===== src/rtl/addsub_seq_pkg.sv =====
// addsub_seq_pkg: opcodes, FSM states and iteration count shared by the ALU sequencer
package addsub_seq_pkg;
  localparam logic [2:0] OP_ADD = 3'd0;
  localparam logic [2:0] OP_SUB = 3'd1;
  localparam logic [2:0] OP_INC = 3'd2;
  localparam logic [2:0] OP_DEC = 3'd3;
  localparam logic [2:0] OP_CMP = 3'd4;
  localparam logic [2:0] OP_MUL = 3'd5;
  localparam int MUL_ITERS = 8;
  typedef enum logic [1:0] {ST_IDLE, ST_EXEC, ST_MUL, ST_DONE} state_t;
endpackage


===== src/rtl/m8bitAdderSubtractor.sv =====
// m8bitAdderSubtractor: 8-bit wrap-around adder/subtractor, two's complement subtract when iSub=1
module m8bitAdderSubtractor (
  input  logic [7:0] iA,
  input  logic [7:0] iB,
  input  logic       iSub,
  output logic [7:0] oAddSub
);
  assign oAddSub = iA + (iB ^ {8{iSub}}) + {7'd0, iSub};
endmodule


===== src/rtl/addsub_op_sequencer.sv =====
// addsub_op_sequencer: start/busy/done ALU sequencer sharing one adder for single-cycle ops and shift-add MUL
module addsub_op_sequencer
  import addsub_seq_pkg::*;
#(
  parameter bit MUL_ENABLE = 1'b1
) (
  input  logic       iClk,
  input  logic       iRst,
  input  logic       iStart,
  input  logic [2:0] iOp,
  input  logic [7:0] iA,
  input  logic [7:0] iB,
  output logic       oBusy,
  output logic       oDone,
  output logic [7:0] oResult,
  output logic       oZero,
  output logic       oSign
);
  state_t     r_state;
  logic [2:0] r_op;
  logic [7:0] r_a, r_b, r_prod, r_result;
  logic [3:0] r_cnt;
  logic       r_done, r_zero, r_sign;
  logic [7:0] w_add_a, w_add_b, w_sum;
  logic       w_sub, w_is_mul;
  always_comb begin
    w_is_mul = r_state == ST_MUL;
    w_add_a  = w_is_mul ? r_prod : r_a;
    w_add_b  = w_is_mul ? r_a : (r_op == OP_INC || r_op == OP_DEC) ? 8'h01 : r_b;
    w_sub    = !w_is_mul && (r_op == OP_SUB || r_op == OP_DEC || r_op == OP_CMP);
  end
  m8bitAdderSubtractor u_addsub (
    .iA      (w_add_a),
    .iB      (w_add_b),
    .iSub    (w_sub),
    .oAddSub (w_sum)
  );
  // MUL spends one extra cycle at r_cnt == MUL_ITERS to publish the product
  always_ff @(posedge iClk) begin
    if (iRst) begin
      r_state  <= ST_IDLE;
      r_op     <= OP_ADD;
      r_a      <= 8'h00;
      r_b      <= 8'h00;
      r_prod   <= 8'h00;
      r_cnt    <= 4'd0;
      r_result <= 8'h00;
      r_zero   <= 1'b0;
      r_sign   <= 1'b0;
      r_done   <= 1'b0;
    end else begin
      r_done <= 1'b0;
      case (r_state)
        ST_IDLE: if (iStart) begin
          r_op    <= iOp;
          r_a     <= iA;
          r_b     <= iB;
          r_prod  <= 8'h00;
          r_cnt   <= 4'd0;
          r_state <= (MUL_ENABLE && iOp == OP_MUL) ? ST_MUL : ST_EXEC;
        end
        ST_EXEC: begin
          if (r_op < OP_CMP) r_result <= w_sum;
          if (r_op <= OP_CMP) begin
            r_zero <= w_sum == 8'h00;
            r_sign <= w_sum[7];
          end
          r_done  <= 1'b1;
          r_state <= ST_DONE;
        end
        ST_MUL: if (r_cnt == 4'(MUL_ITERS)) begin
          r_result <= r_prod;
          r_zero   <= r_prod == 8'h00;
          r_sign   <= r_prod[7];
          r_done   <= 1'b1;
          r_state  <= ST_DONE;
        end else begin
          if (r_b[r_cnt[2:0]]) r_prod <= w_sum;
          r_a   <= {r_a[6:0], 1'b0};
          r_cnt <= r_cnt + 4'd1;
        end
        default: r_state <= ST_IDLE;
      endcase
    end
  end
  assign oBusy   = r_state != ST_IDLE;
  assign oDone   = r_done;
  assign oResult = r_result;
  assign oZero   = r_zero;
  assign oSign   = r_sign;
endmodule


===== config.mk =====
export PLATFORM = sky130hd
export DESIGN_NAME = addsub_op_sequencer
export DESIGN_NICKNAME = d
export VERILOG_FILES = /design/src/rtl/addsub_seq_pkg.sv /design/src/rtl/m8bitAdderSubtractor.sv /design/src/rtl/addsub_op_sequencer.sv
export SDC_FILE = /design/constraint.sdc
export NUM_CORES = 1
export LEC_CHECK = 0
export CAP_MARGIN = 40
export CORE_MARGIN = 5
export CORE_UTILIZATION = 30
export CTS_CLUSTER_DIAMETER = 60
export DETAILED_ROUTE_END_ITERATION = 10
export GPL_TIMING_DRIVEN = 0
export RECOVER_POWER = 25
export SKIP_LAST_GASP = 1
export SLEW_MARGIN = 20
export SYNTH_ARGS = -nofsm -noshare
export SYNTH_HDL_FRONTEND = slang
export SYNTH_SLANG_ARGS = --single-unit

===== constraint.sdc =====
create_clock -name iClk -period 3.76 [get_ports iClk]
set_input_delay 0.376 -clock iClk [delete_from_list [all_inputs] [get_ports iClk]]
set_output_delay 0.376 -clock iClk [all_outputs]
set_load 0.02 [all_outputs]

==> run_results.csv <==
group,metric,value,unit
clock_network,clk_latency,300,ps
critical_path,critPathBufInv,4,
critical_path,arrival,3570,ps
synth,ys_seq_elements,44,
cells_and_area,design_area,3190,um^2
synth,async_flop_share,0,%
clock_network,cts_tree,"done",
die,rows,34,
synth,yosys.area.top_type,"dfxtp_1",
power_and_ir_drop,p_seq_share,28.2,%
clock_network,h-tree-depth,2,
global_routing,grt_pass1_vias,2408,
cells_and_area,nFillCells,887,
synth,yosysMostFrequentCell,"nand2_1",
synth,synth_edf_count,0,
synth,yosysTopAreaCellShare,33.9,%
synth,ys_warn_count,0,
power_and_ir_drop,leakagePower,0.00121,uW
synth,postSynthCellCount,328,
cells_and_area,multiInputGateArea,1630,um^2
die,start_util,30.3,%
synth,synth_common_cells,"nand2_1, dfxtp_1, nor2_1, a21oi_1, o21ai_0",
power_and_ir_drop,p_int,1260,uW
clock_network,path_clk_slew,90,ps
clock_network,clock_tree.buffer_depth,2,
routing,via_per_inst,5.31,
critical_path,end_kind,"flip-flop",
routing,dr.pass1.iters,5,
critical_path,crit_chain,"inv_1 > ha_2 > clkbuf_4 > clkinvlp_4 > clkbuf_1 > o2111ai_1 > nand2_1 > fa_1 > a211oi_1 > o21bai_1 > a21oi_1 > xor2_2 > a2bb2oi_1 > nor2_1",
sta,period_share,90.3,%
cells_and_area,area_growth_syn_to_layout,22.7,%
sta,finalHoldViolCount,0,
sta,rsz0062_at_grt,"false",
sta,slew_violations,0,
critical_path,crit_fanout,10,
clock_network,hold_buffers,0,
outcome,status,"complete, no violations",
critical_path,critPathMaxStageDelay,500,ps
power_and_ir_drop,peakVddDrop,0.000204,V
cells_and_area,drive_gt1_share,7.57,%
global_routing,grt_first_pass_wirelength,11800,um
place,globalplace.congestion,0.874,
power_and_ir_drop,clockPowerShare,13.7,%
routing,wl_per_cell,14.7,um
sta,tightest_slew,664,ps
sta,fmax,0.294,GHz
sta,whs,481,ps
sta,clock_skew,10.4,ps
clock_network,numCtsBuffers,5,
routing,drt-total-wl,7040,um
power_and_ir_drop,switching_share,45.6,%
synth,ys.flop_type,"dfxtp_1",
critical_path,r2r_slack,360,ps
synth,synth.area.top_cells,"dfxtp_1, nand2_1, a21oi_1",
critical_path,startpoint_type,"flip-flop",
critical_path,crit_type,"flip-flop to flip-flop",
cells_and_area,nNetsFinal,404,
sta,fin_ws,363,ps
die,die_area,10600,um^2
sta,max_slew_margin,55.6,%
critical_path,required,3940,ps
global_routing,antenna_found_initial,0,
synth,yosysUniqueCellTypes,56,
place,port_buffers,33,
sta,setup_viol,0,
synth,syn_area_per_cell,7.93,um^2
critical_path,critPathTopFamily,"compound AO/OA/AOI/OAI gates",
job,max-cap-violations,0,
die,die_w,103,um
min_path,hp-class,"flip-flop to flip-flop",
place,place_hpwl,5470,um
sta,setup_tns,0,ps
clock_network,cts.sinks,44,
power_and_ir_drop,p_switching,1060,uW
cells_and_area,antennaDiodeCount,0,
synth,ys_seq_area_share,33.9,%
die,fp.dieH,103,um
sta,timing.final.crit_period,3400,ps
global_routing,grt_usage,14.1,%
routing,drc,0,
routing,vias,2539,
die,ioPinCount,34,
place,dpl_cell_area,3070,um^2
synth,synth_area,2600,um^2
routing,first_iter_violations,176,
routing,ant_nets,0,
global_routing,grt_max_degree,14,
cells_and_area,register_area,881,um^2
place,pre_cts_ws,-339,ps
power_and_ir_drop,combinationalPowerShare,58.1,%
clock_network,cts-root-buf,"clkbuf_8",
synth,syn-num-nets,363,
cells_and_area,utilization,37.1,%
die,core_area,8590,um^2
power_and_ir_drop,power_density,725,nW/um^2
critical_path,crit_slowest_cell,"fa_1",
global_routing,overflow,0,
## cells by family (layout without fill, tap and decap cells)
| group | Yosys count | count (layout) | share of synthesized area [%] |
|---|---|---|---|
| AO/OA/AOI/OAI | 95 | 95 | 25.2 |
| XOR/XNOR | 8 | 8 | 2.69 |
| adder cells (fa/ha/maj) | 13 | 13 | 6.54 |
| buffers and inverters | 28 | 70 | 4.09 |
| flip-flops | 44 | 44 | 33.9 |
| multiplexers | 8 | 8 | 4.09 |
| AND/OR/NAND/NOR | 132 | 132 | 23.5 |
## cell usage in the layout, fill, tap and decap left out, types with 3 or more instances in the layout
cell,synthesis,layout
nor3b_1,3,3
clkbuf_8,0,6
clkdlybuf4s50_1,0,21
nor2_1,34,34
a21o_1,5,5
ha_1,12,11
o2111ai_1,7,7
or3_1,4,4
mux2i_1,5,5
nand2_1,55,55
nor3_1,7,7
nand2b_1,5,5
dfxtp_1,44,44
nand3_1,8,8
a21oi_1,30,30
a222oi_1,6,6
clkbuf_1,12,11
dlygate4sd3_1,0,12
xnor2_1,5,5
inv_1,12,11
o21ai_0,20,20
a211oi_1,4,4
a311oi_1,3,3
## worst register-to-register path, cell delays in order, from the launching register on
cell and delay [ps]:
dfxtp_1 350, inv_1 100, ha_2 270, clkbuf_4 270, clkinvlp_4 130, clkbuf_1 210
o2111ai_1 140, nand2_1 140, fa_1 500, a211oi_1 290, o21bai_1 100, a21oi_1 250
xor2_2 270, a2bb2oi_1 200, nor2_1 50
## flip-flops by register name, indices dropped and copies added (netlist names)
signal and cells:
oResult 8, r_b 8, oZero 1, oSign 1, r_op 3, r_prod 8
r_cnt 4, r_a 8, oDone 1, r_state 2
## through the flow
stage | power, uW | instances
after floorplan | 1590 | 328
after global placement | 1970 | 469
after detailed placement | 1990 | 469
after CTS | 2320 | 478
after global routing | 2500 | 478
final | 2310 | 478
## layer usage
metal  wire [um]  track usage (%)  vias to the layer above
met5           0                0                        -
met1        3370             19.7                     1190
met3         473             2.91                        7
li1            -                -                     1268
met2        3130             22.2                       74
met4          67             3.29                        0
## area by class of cell
class	instances	share of cell area, %
repair buffers	35	10.8
well taps	108	4.24
clock buffers	6	2.59
inverters	12	1.53
flip-flops and latches	44	27.6
plain buffers	15	1.96
clock inverters	2	0.314
multi-input cells	256	50.9
## final timing paths
| path | endpoint | start | depth (start not counted) |
|---|---|---|---|
| setup / recovery | r_prod[6] | r_state[0] | 14 |
| setup reg to reg | r_prod[6] | r_state[0] | 14 |
| hold reg to reg | r_prod[2] | r_prod[2] | 2 |
| hold / removal | r_prod[2] | r_prod[2] | 2 |
## power by group through the flow
stage,logic [uW],clock network [uW],registers (uW)
6_report,1340,317,653
5_1_grt,1490,335,671
4_1_cts,1350,316,656
3_5_place_dp,1320,0,667
3_3_place_gp,1310,0,662
2_1_floorplan,904,0,690
## what timing repair did
| action | in CTS | in global routing |
|---|---|---|
| gates resized for setup | 3 | 5 |
| setup endpoints to repair | 10 | 10 |
| endpoints found under the hold margin | 0 | 0 |
| buffers inserted | 2 | 0 |
(Power assumes the default switching activity.)
==> edit (config.mk and constraints unchanged) <==
Set the parameter `MUL_ENABLE` to 1'b0 (it was 1'b1).
--- a/src/rtl/addsub_op_sequencer.sv
+++ b/src/rtl/addsub_op_sequencer.sv
@@ -3,5 +3,5 @@
   import addsub_seq_pkg::*;
 #(
-  parameter bit MUL_ENABLE = 1'b1
+  parameter bit MUL_ENABLE = 1'b0
 ) (
   input  logic       iClk,
Formal check against the unedited RTL: not equivalent (Yosys sat finds a counterexample within 4 cycles, from zero or initial values and one cycle with iRst high).
==> edit against the unedited design <==
Final area grew 2.0%. Area after synthesis fell by 0.48%. Non-clock buffer count up 2. Worst hold slack got worse by 0.0071 ns. Total power decreased by 17%. Sequential cell count unchanged. Routed wire length grew 0.55%. Highest routed layer unchanged. Largest cell class unchanged. Synthesized cell count shrank 1.2%. Worst setup slack worse by 0.18 ns. Global-route usage up 0.15 points. Clock skew shrank 0.0077 ns. Critical path type unchanged. Utilization increased by 2.1 points.
==> edit: results (changes against the unedited design) <==
run status: finished, final reports clean
Total Nets Final: 400 (-0.99%)
met1 capacity usage during global routing: 19.5% (-0.13 points)
hold_ws: 0.474 ns (-0.00710 ns)
Commonest cells post-synth: nand2_1, dfxtp_1, nor2_1, a21oi_1, clkbuf_1
cells on worst reg2reg path: 15 (+1)
Cells on Worst Hold Path: 2 (unchanged)
detailed-route wire length on metal 1: 3.47 mm (+2.9%)
post-synthesis sequential area ratio: 34.0% (+0.16 points)
share of cells above drive strength 1: 10.1% (+2.5 points)
met2 capacity usage during global routing: 22.9% (+0.64 points)
Slew headroom: 55.2% (-0.42 points)
largest cells by area after synthesis: dfxtp_1, nand2_1, a21oi_1, ha_1, nor2_1
global-route met3 utilization: 2.17% (-0.74 points)
first-pass GRT wire length: 11.9 mm (+0.41%)
mux cell area share after synthesis: 3.38% (-0.71 points)
H-tree level count: 2 (unchanged)
arrival time at the worst endpoint: 3.82 ns (+0.25 ns)
Slowest cell on crit path: or4_1
DP Cell Count: 462 (-1.5%)
post-detail-place hpwl: 5.42 mm (-0.84%)
Met3 Wirelength: 197 um (-58%)
Layout Cells excl Fill: 471 (-1.5%)
fraction of registers with async set or reset after synthesis: 0% (unchanged)
pin count of the biggest net entering global routing: 16 (+2)
share of the synthesized area in the top cell type: 34.0% (+0.16 points)
upper clock frequency limit: 280 MHz (-4.9%)
via count of the first global-routing pass: 2,422 (+0.58%)
Static Leak: 1.21 nW (-0.17%)
adder-cell area share of the yosys netlist: 6.57% (+0.032 points)
Setup WS pre-CTS: -0.608 ns (-0.269 ns)
number of clock buffers inserted by TritonCTS: 5 (unchanged)
synthesized-area fraction occupied by ao, oa, aoi and oai cells: 24.1% (-1.1 points)
number of fillers in the final layout: 865 (-2.5%)
metal2 WL: 3.29 mm (+5.1%)
weighted congestion reported at the end of routability-driven placement: 0.863 (-1.3%)
buffer depth of the longest clock path: 2 (unchanged)
Initial DRC Count: 160 (-9.1%)
start point of the worst min-delay path: oResult[0]$_SDFFE_PP0P_
overall fraction of global-route tracks in use: 14.2% (+0.15 points)
worst vdd rail ir drop: 228 uV (+12%)
top routing layer in use: met4
Fin Clk Skew: 0.00263 ns (-0.00772 ns)
antenna cell count: 0 (unchanged)
Cell variety after synth: 54 (-3.6%)
synthesized net count: 359 (-1.1%)
cell family contributing the most delay on the critical path: simple AND/OR/NAND/NOR gates
Via-to-Cell Ratio: 5.35 (+0.77%)
Critical Path End: oZero$_SDFFE_PP0P_
leading area contributor after synthesis: dfxtp_1
end of the worst hold path: oResult[0]$_SDFFE_PP0P_
area share of xor/xnor cells in the synthesized design: 3.38% (+0.69 points)
per-instance average area after synthesis: 7.99 um^2 (+0.75%)
detailed-route wire length: 7.08 mm (+0.55%)
cell area after placement: 3050 um^2 (-0.49%)
number of detailed-route iterations in the first pass: 6 (+1)
[edit: cell type report]
class | count | area (um^2) | share of cell area [%]
clock buffer | 5 | 68.8 | 2.11
sequential | 44 | 886 | 27.2
inverter | 12 | 45.0 | 1.38
tap | 105 | 131 | 4.04
buffer | 16 | 85.1 | 2.61
multi-input combinational | 250 | 1640 | 50.5
timing repair buffer | 36 | 353 | 10.8
clock inverter | 3 | 42.5 | 1.31
[edit: power breakdown]
| part | total [W] | switching, W | internal, W |
|---|---|---|---|
| clock | 0.000369 | 0.000173 | 0.000197 |
| sequential | 0.000624 | 0.0000769 | 0.000547 |
| combinational | 0.000918 | 0.000530 | 0.000388 |
[edit: what timing repair did]
item                       in CTS  in global routing
buffers inserted                2                  1
setup endpoints to repair       4                  3
pin swaps                       5                  4
resized for setup              13                 14
hold buffers                    0                  0
